### src/rtl/banked_stack_engine.sv
// banked_stack_engine: kernel/user banked stack pointers with PUSH/POP bursts.
// The engine checks capacity once, at accept time, before any memory traffic.
// It then issues one word address per cycle.
// Optional feature macro: STACK_WATERMARK_EN adds per-bank minimum-SP watermarks.
module banked_stack_engine #(
  parameter int ADDR_WIDTH          = 32,
  parameter int KERNEL_STACK_TOP    = 4096,
  parameter int KERNEL_STACK_BOTTOM = 6143,
  parameter int USER_STACK_TOP      = 6144,
  parameter int USER_STACK_BOTTOM   = 8191,
  parameter int MAX_BURST           = 8,
  localparam int CW                 = $clog2(MAX_BURST + 1)
) (
  input  logic                  clock,
  input  logic                  reset,
  input  logic                  start,
  input  logic [1:0]            op,
  input  logic [CW-1:0]         count,
  input  logic                  is_kernel,
  input  logic                  sp_write_en,
  input  logic                  sp_write_kernel,
  input  logic [ADDR_WIDTH-1:0] sp_write_data,
  output logic                  busy,
  output logic                  mem_valid,
  output logic                  mem_write,
  output logic [ADDR_WIDTH-1:0] mem_address,
  output logic [CW-1:0]         word_index,
  output logic                  done,
  output logic                  fault,
  output logic [ADDR_WIDTH-1:0] kernel_sp,
  output logic [ADDR_WIDTH-1:0] user_sp
`ifdef STACK_WATERMARK_EN
  ,
  output logic [ADDR_WIDTH-1:0] kernel_watermark,
  output logic [ADDR_WIDTH-1:0] user_watermark
`endif
);

  localparam logic [ADDR_WIDTH-1:0] K_TOP   = ADDR_WIDTH'(KERNEL_STACK_TOP);
  localparam logic [ADDR_WIDTH-1:0] U_TOP   = ADDR_WIDTH'(USER_STACK_TOP);
  localparam logic [ADDR_WIDTH-1:0] K_EMPTY = ADDR_WIDTH'(KERNEL_STACK_BOTTOM + 1);
  localparam logic [ADDR_WIDTH-1:0] U_EMPTY = ADDR_WIDTH'(USER_STACK_BOTTOM + 1);
  localparam logic [CW-1:0]         MAX_CNT = CW'(MAX_BURST);
  localparam logic [1:0]            OP_PUSH = 2'b01;
  localparam logic [1:0]            OP_POP  = 2'b10;

  typedef enum logic [1:0] {IDLE = 2'd0, BURST = 2'd1, FINISH = 2'd2} state_t;

  state_t                  state_r;
  logic                    push_r;
  logic                    bank_r;
  logic [CW-1:0]           count_r;
  logic                    busy_r, mem_valid_r, mem_write_r, done_r, fault_r;
  logic [ADDR_WIDTH-1:0]   mem_address_r;
  logic [CW-1:0]           word_index_r;
  logic [ADDR_WIDTH-1:0]   kernel_sp_r, user_sp_r;

  logic [ADDR_WIDTH-1:0]   sel_sp_s, sel_top_s, sel_empty_s, cnt_ext_s;
  logic [ADDR_WIDTH:0]     pop_sum_s;
  logic                    reject_s;
  logic [ADDR_WIDTH-1:0]   cur_sp_s, next_sp_s;

  // Capacity check for a request presented in IDLE (uses live inputs).
  always_comb begin
    sel_sp_s    = is_kernel ? kernel_sp_r : user_sp_r;
    sel_top_s   = is_kernel ? K_TOP : U_TOP;
    sel_empty_s = is_kernel ? K_EMPTY : U_EMPTY;
    cnt_ext_s   = ADDR_WIDTH'(count);
    // One extra bit so a POP near the top of the address space cannot wrap.
    pop_sum_s   = {1'b0, sel_sp_s} + {1'b0, cnt_ext_s};
    reject_s    = 1'b0;
    if ((op != OP_PUSH) && (op != OP_POP)) begin
      reject_s = 1'b1;
    end else if (count > MAX_CNT) begin
      reject_s = 1'b1;
    end else if (op == OP_PUSH) begin
      reject_s = (cnt_ext_s > sel_sp_s) || ((sel_sp_s - cnt_ext_s) < sel_top_s);
    end else begin
      reject_s = (pop_sum_s > {1'b0, sel_empty_s});
    end
  end

  // SP step for the word being issued this cycle in BURST.
  always_comb begin
    cur_sp_s = bank_r ? kernel_sp_r : user_sp_r;
    if (push_r) begin
      next_sp_s = cur_sp_s - {{(ADDR_WIDTH-1){1'b0}}, 1'b1};
    end else begin
      next_sp_s = cur_sp_s + {{(ADDR_WIDTH-1){1'b0}}, 1'b1};
    end
  end

  // Control FSM with registered outputs and the two bank stack pointers.
  always_ff @(posedge clock) begin
    if (!reset) begin
      state_r       <= IDLE;
      push_r        <= 1'b0;
      bank_r        <= 1'b0;
      count_r       <= '0;
      busy_r        <= 1'b0;
      mem_valid_r   <= 1'b0;
      mem_write_r   <= 1'b0;
      mem_address_r <= '0;
      word_index_r  <= '0;
      done_r        <= 1'b0;
      fault_r       <= 1'b0;
      kernel_sp_r   <= K_EMPTY;
      user_sp_r     <= U_EMPTY;
    end else begin
      case (state_r)
        IDLE: begin
          done_r  <= 1'b0;
          fault_r <= 1'b0;
          if (sp_write_en) begin
            // An SP load wins over a start in the same cycle.
            if (sp_write_kernel) kernel_sp_r <= sp_write_data;
            else                 user_sp_r   <= sp_write_data;
          end else if (start) begin
            push_r       <= (op == OP_PUSH);
            bank_r       <= is_kernel;
            count_r      <= count;
            busy_r       <= 1'b1;
            word_index_r <= '0;
            if (reject_s) begin
              fault_r <= 1'b1;
              done_r  <= 1'b1;
              state_r <= FINISH;
            end else if (count == {CW{1'b0}}) begin
              done_r  <= 1'b1;
              state_r <= FINISH;
            end else begin
              // First word goes out in the cycle right after accept.
              mem_valid_r   <= 1'b1;
              mem_write_r   <= (op == OP_PUSH);
              mem_address_r <= (op == OP_PUSH) ?
                               (sel_sp_s - {{(ADDR_WIDTH-1){1'b0}}, 1'b1}) : sel_sp_s;
              state_r       <= BURST;
            end
          end
        end
        BURST: begin
          if (bank_r) kernel_sp_r <= next_sp_s;
          else        user_sp_r   <= next_sp_s;
          if (word_index_r == (count_r - {{(CW-1){1'b0}}, 1'b1})) begin
            mem_valid_r   <= 1'b0;
            mem_write_r   <= 1'b0;
            mem_address_r <= '0;
            word_index_r  <= '0;
            done_r        <= 1'b1;
            state_r       <= FINISH;
          end else begin
            word_index_r  <= word_index_r + {{(CW-1){1'b0}}, 1'b1};
            mem_address_r <= push_r ?
                             (next_sp_s - {{(ADDR_WIDTH-1){1'b0}}, 1'b1}) : next_sp_s;
          end
        end
        FINISH: begin
          done_r  <= 1'b0;
          fault_r <= 1'b0;
          busy_r  <= 1'b0;
          state_r <= IDLE;
        end
        default: begin
          state_r     <= IDLE;
          busy_r      <= 1'b0;
          mem_valid_r <= 1'b0;
          done_r      <= 1'b0;
          fault_r     <= 1'b0;
        end
      endcase
    end
  end

`ifdef STACK_WATERMARK_EN
  logic [ADDR_WIDTH-1:0] kernel_wm_r, user_wm_r;

  // Track the lowest SP each bank has ever held; POP never raises it.
  always_ff @(posedge clock) begin
    if (!reset) begin
      kernel_wm_r <= K_EMPTY;
      user_wm_r   <= U_EMPTY;
    end else if ((state_r == IDLE) && sp_write_en) begin
      if (sp_write_kernel) begin
        if (sp_write_data < kernel_wm_r) kernel_wm_r <= sp_write_data;
      end else begin
        if (sp_write_data < user_wm_r) user_wm_r <= sp_write_data;
      end
    end else if ((state_r == BURST) && push_r) begin
      if (bank_r) begin
        if (next_sp_s < kernel_wm_r) kernel_wm_r <= next_sp_s;
      end else begin
        if (next_sp_s < user_wm_r) user_wm_r <= next_sp_s;
      end
    end
  end

  assign kernel_watermark = kernel_wm_r;
  assign user_watermark   = user_wm_r;
`endif

  assign busy        = busy_r;
  assign mem_valid   = mem_valid_r;
  assign mem_write   = mem_write_r;
  assign mem_address = mem_address_r;
  assign word_index  = word_index_r;
  assign done        = done_r;
  assign fault       = fault_r;
  assign kernel_sp   = kernel_sp_r;
  assign user_sp     = user_sp_r;

endmodule

### config.mk
export PLATFORM = sky130hd
export DESIGN_NAME = banked_stack_engine
export DESIGN_NICKNAME = d
export VERILOG_FILES = /design/src/rtl/banked_stack_engine.sv
export SDC_FILE = /design/constraint.sdc
export NUM_CORES = 1
export LEC_CHECK = 0
export ABC_CLOCK_PERIOD_IN_PS = 8200
export BUFFER_PORTS_ARGS = -buffer_cell sky130_fd_sc_hd__buf_2
export CORE_ASPECT_RATIO = 1.75
export CORE_MARGIN = 3
export CORE_UTILIZATION = 55
export CTS_BUF_LIST = sky130_fd_sc_hd__clkbuf_8 sky130_fd_sc_hd__clkbuf_16
export DETAILED_ROUTE_END_ITERATION = 12
export PLACE_DENSITY = 0.79
export SETUP_SLACK_MARGIN = 0.05
export SYNTH_ARGS = -nofsm -noshare
export SYNTH_HDL_FRONTEND = slang
export SYNTH_SLANG_ARGS = --single-unit
### constraint.sdc
create_clock -name clock -period 8.2 [get_ports clock]
set_input_delay 1.64 -clock clock [delete_from_list [all_inputs] [get_ports clock]]
set_output_delay 1.64 -clock clock [all_outputs]
set_load 0.02 [all_outputs]
==> Flow_metrics.wiki <==
{| class="wikitable"
! Metric !! Value
|-
| Status || completed
|-
| Clock period minus worst slack || 6.32 ns
|-
| Number of antenna diodes || 0
|-
| Worst min path class || register to register
|-
| Destination of the critical timing path || mem_address[26]
|-
| Largest net degree at the start of global routing || 113
|-
| Buffer cell driving the clock tree root || clkbuf_16
|-
| Most used cell, CP || buf_4
|-
| Aggregate global routing overflow || 0
|-
| Initial standard-cell utilization of the core || 56.4%
|-
| Row cnt || 66
|-
| Combinational group share of total power || 27.9%
|-
| Pwr per Cell Area || 164 nW/um^2
|-
| Number of antenna violations at the first check in global routing || 0
|-
| Most frequent cells in the layout || 147 x buf_2, 138 x nand2_1, 112 x dfxtp_1, 85 x a21oi_1, 85 x nor2_1
|-
| Share of the yosys chip area belonging to registers || 21.4%
|-
| Reg2reg setup slack || between 2 and 3 ns
|-
| Clock transition at path regs || roughly 0.060 ns
|-
| Largest voltage drop on the vdd net || 0.159 mV
|-
| Hold Vio Cnt, Final || 0
|-
| Yosys reg bits || 113
|-
| Switching share of total power || 35.1%
|-
| Mean instance size in the synthesized netlist || around 8.1 sq um
|-
| Smallest hold slack || 0.465 ns
|-
| Iteration-0 DRC count of the detailed router || 819
|-
| Number of filler cells placed in the layout || 1,639
|-
| Reg-to-reg critical path startpoint || bank_r
|-
| Ordered list of cells on the worst path || buf_4 -> buf_4 -> and4_1 -> a2bb2oi_2 -> o311a_1 -> nand2_1 -> xnor2_1 -> ha_1 -> and3_1 -> nand4_1 -> nor4_1 -> a41oi_1 -> nor4_2 -> o211ai_2 -> o21ai_4 -> o221ai_1 -> o211a_1
|-
| Area of the multi-input gates || roughly 7800 sq um
|-
| Area of the core || 18,700 sq um
|-
| Area added between synthesis and finish || 12.9%
|-
| Post-synth design cell area || 10,600 sq um
|-
| Max stage delay cell, worst path || o21ai_4
|-
| Layout Cells excl Fill || between 1,500 and 2,000
|-
| Antenna-violating nets left || 0
|-
| Number of resized instances in the post-cts repair step || 0
|-
| Highest clock rate || 158 MHz
|-
| Largest fanout of any net on the critical path || 80
|-
| Fraction of the cycle the final worst path needs || 77.0%
|-
| Die height || approximately 190 um
|-
| Vias in the first global route || 10,646
|-
| Total detailed-routing wirelength || 35,100 um
|-
| Area of the die || 21,000 sq um
|-
| Lkg Pwr || 0.00559 uW
|-
| FF-to-FF End || mem_address[26]
|-
| Worst Reg2Reg Path Length in Cells || 14
|-
| Number of CTS-inserted buffers || 17
|-
| Post-CTS Hold Fix Bufs || 0
|-
| Layout cell share with drive strength beyond 1 || roughly a fifth
|-
| Number of buffers inserted by port buffering || 148
|-
| Sort of element at the end of the critical path || register
|-
| Worst setup SP type || input pin
|-
| Number of cells after detailed placement || approximately 1,600
|-
| Syn Nets || 1,399
|-
| Cells after synthesis || about 1,300
|-
| Number of buffers added for setup after CTS || 0
|-
| Insertion delay to the later sink of the worst-skew pair || around 0.44 ns
|-
| EDFF count, synth || 0
|-
| Max_slew headroom || 27.6%
|-
| Slowest cell delay on critical path || ~0.86 ns
|-
| Nets || 1,502
|-
| Syn. warnings || 0
|-
| Relative contribution of sequential cells to total power || 32.9%
|-
| Internal || roughly 1300 uW
|-
| Number of remaining DRC errors || 0
|-
| Number of levels in the clock H-tree || 4
|-
| # IOs || 149
|-
| Clock sink total || ~110
|-
| First drt pass iteration count || 6
|-
| Post-detailed-route via-to-cell ratio || 6.57
|-
| Total area of sequential cells || approximately 2300 sq um
|-
| Via count || 10,916
|-
| TritonCTS clock tree || built
|-
| Share of synthesized flip-flops with an asynchronous set or reset || 0%
|-
| Final setup violation count || 0
|-
| DP HPWL || 25,800 um
|-
| Setup_tns || 0 ns
|-
| Slew of the pin with the lowest slew margin || 1.09 ns
|-
| Most frequent standard cell in the layout excluding fill and tap cells || buf_2
|-
| Maxcap violations || 0
|-
| Worst Path Required || 8.53 ns
|-
| Worst Skew || 0.00752 ns
|-
| Clock buffer depth || 2
|-
| Cell variety after synth || 100
|-
| Arrival time worst endpoint || 6.65 ns
|-
| Placer's final routability congestion estimate || ~1.0
|-
| WL/cell || 21.2 um
|-
| Max-slew violation count || 0
|-
| Post-Place Setup Slack || 1.54 ns
|-
| Die width || 111 um
|-
| Overall track demand over capacity in global routing || about 33%
|-
| Global-route wire length before repair || 56,300 um
|-
| Critical path type || input pin to register
|-
| RSZ-0062 raised after global routing || no
|-
| Clock Power Share || 39.2%
|-
| Crit. Startpoint || is_kernel
|-
| Primary FF master, synth || dfxtp_1
|-
| Sw power || 688 uW
|-
| Crit path setup slack, layout || 1.88 ns
|}
sequential cells by signal (all words and copies together) (netlist names), 2 cells and up:
register / count
user_sp: 32
word_index: 4
state_r: 2
kernel_sp: 32
count_r: 4
mem_address: 32
synthesized netlist by cell type (6+ instances only):
cell type  number  area share, %
a211oi_1        6           0.43
a21boi_0       12           0.85
a21o_1         16            1.1
a21oi_1        86            4.1
a22oi_1         6           0.43
a31oi_1         9           0.53
and2_1         14           0.83
and3_1          8           0.47
and4_1          7           0.58
buf_1           7           0.25
buf_2          10           0.47
buf_4          12           0.85
buf_6           8           0.85
clkbuf_1       38            1.3
dfxtp_1       113             21
ha_1           46            5.4
inv_1          29            1.0
mux2_2         44            4.7
mux2i_1        57            5.4
nand2_1       138            4.9
nand2b_1       14           0.83
nand3_1        31            1.5
nand3b_1        9           0.64
nand4_1        24            1.4
nor2_1         86            3.1
nor2b_1        21            1.2
nor3_1         48            2.3
nor3b_1        16            1.1
nor4_1         12           0.71
o211a_1        65            6.2
o211ai_1       11           0.78
o21a_1         10           0.71
o21ai_0        47            2.2
o21ai_1        12           0.57
o221a_2         9           0.96
o221ai_1       13            1.1
or3_1           9           0.53
xnor2_1        61            5.1
xor2_1         31            2.6
cells by family (layout without fill, tap and decap cells):
kind of cell               after synthesis  in the layout  share of synthesized area [%]
xor gates and xnor gates                93             93                           7.78
buffers and inverters                  108            224                           5.08
DFF                                    113            113                           21.4
and+or+nand+nor                        469            469                           23.0
AOI/OAI and AO/OA                      374            374                           26.7
adders and majority gates               48             48                           5.82
muxes                                  102            102                           10.3
power by group through the flow:
stage	Clock, uW	Sequential, uW	Combinational (uW)
after detailed placement	0	653	535
after CTS	777	641	539
after global routing	795	649	594
after global placement	0	652	530
final	770	644	547
after floorplan	0	666	368
worst min-delay path by stage:
stage,from,end,slack (ns),cells past startpoint
2_1_floorplan,count_r[1],count_r[1],0.46,2
3_3_place_gp,done,done,0.44,1
3_5_place_dp,done,done,0.45,1
4_1_cts,done,done,0.46,1
5_1_grt,done,done,0.49,1
6_report,done,done,0.47,1
metal layers:
metal	GRT usage [%]	wire length [um]	vias up
met4	15.8	1420	0
met5	0	0	-
li1	-	-	5118
met2	56.5	17300	492
met3	5.18	2450	101
met1	40.1	13900	5205
area by class of cell:
cell class / count / area share, %
clock buffers: 18 / 3.68
clock inverters: 14 / 1.38
inverters: 30 / 0.943
multi-input cells: 1086 / 65.4
flip-flops and latches: 113 / 19.0
well taps: 238 / 2.49
repair buffers: 162 / 7.11
critical path: cells and delay by family:
kind	cells	cell delay [ns]
AOI/OAI and AO/OA	7	2.33
and+or+nand+nor	6	1.23
xor gates and xnor gates	1	0.13
buffers and inverters	2	1.00
adders and majority gates	1	0.30
through the flow:
| stage | cell area, sq um | power, uW | util (%) |
|---|---|---|---|
| 4_1_cts | 11900 | 1960 | 63.7 |
| 3_5_place_dp | 11300 | 1190 | 60.5 |
| 3_3_place_gp | 11300 | 1180 | 60.5 |
| 5_1_grt | 11900 | 2040 | 63.7 |
| 6_report | 11900 | 1960 | 63.7 |
| 2_1_floorplan | 10600 | 1030 | - |
No activity file was read; power rests on OpenSTA's default activity.
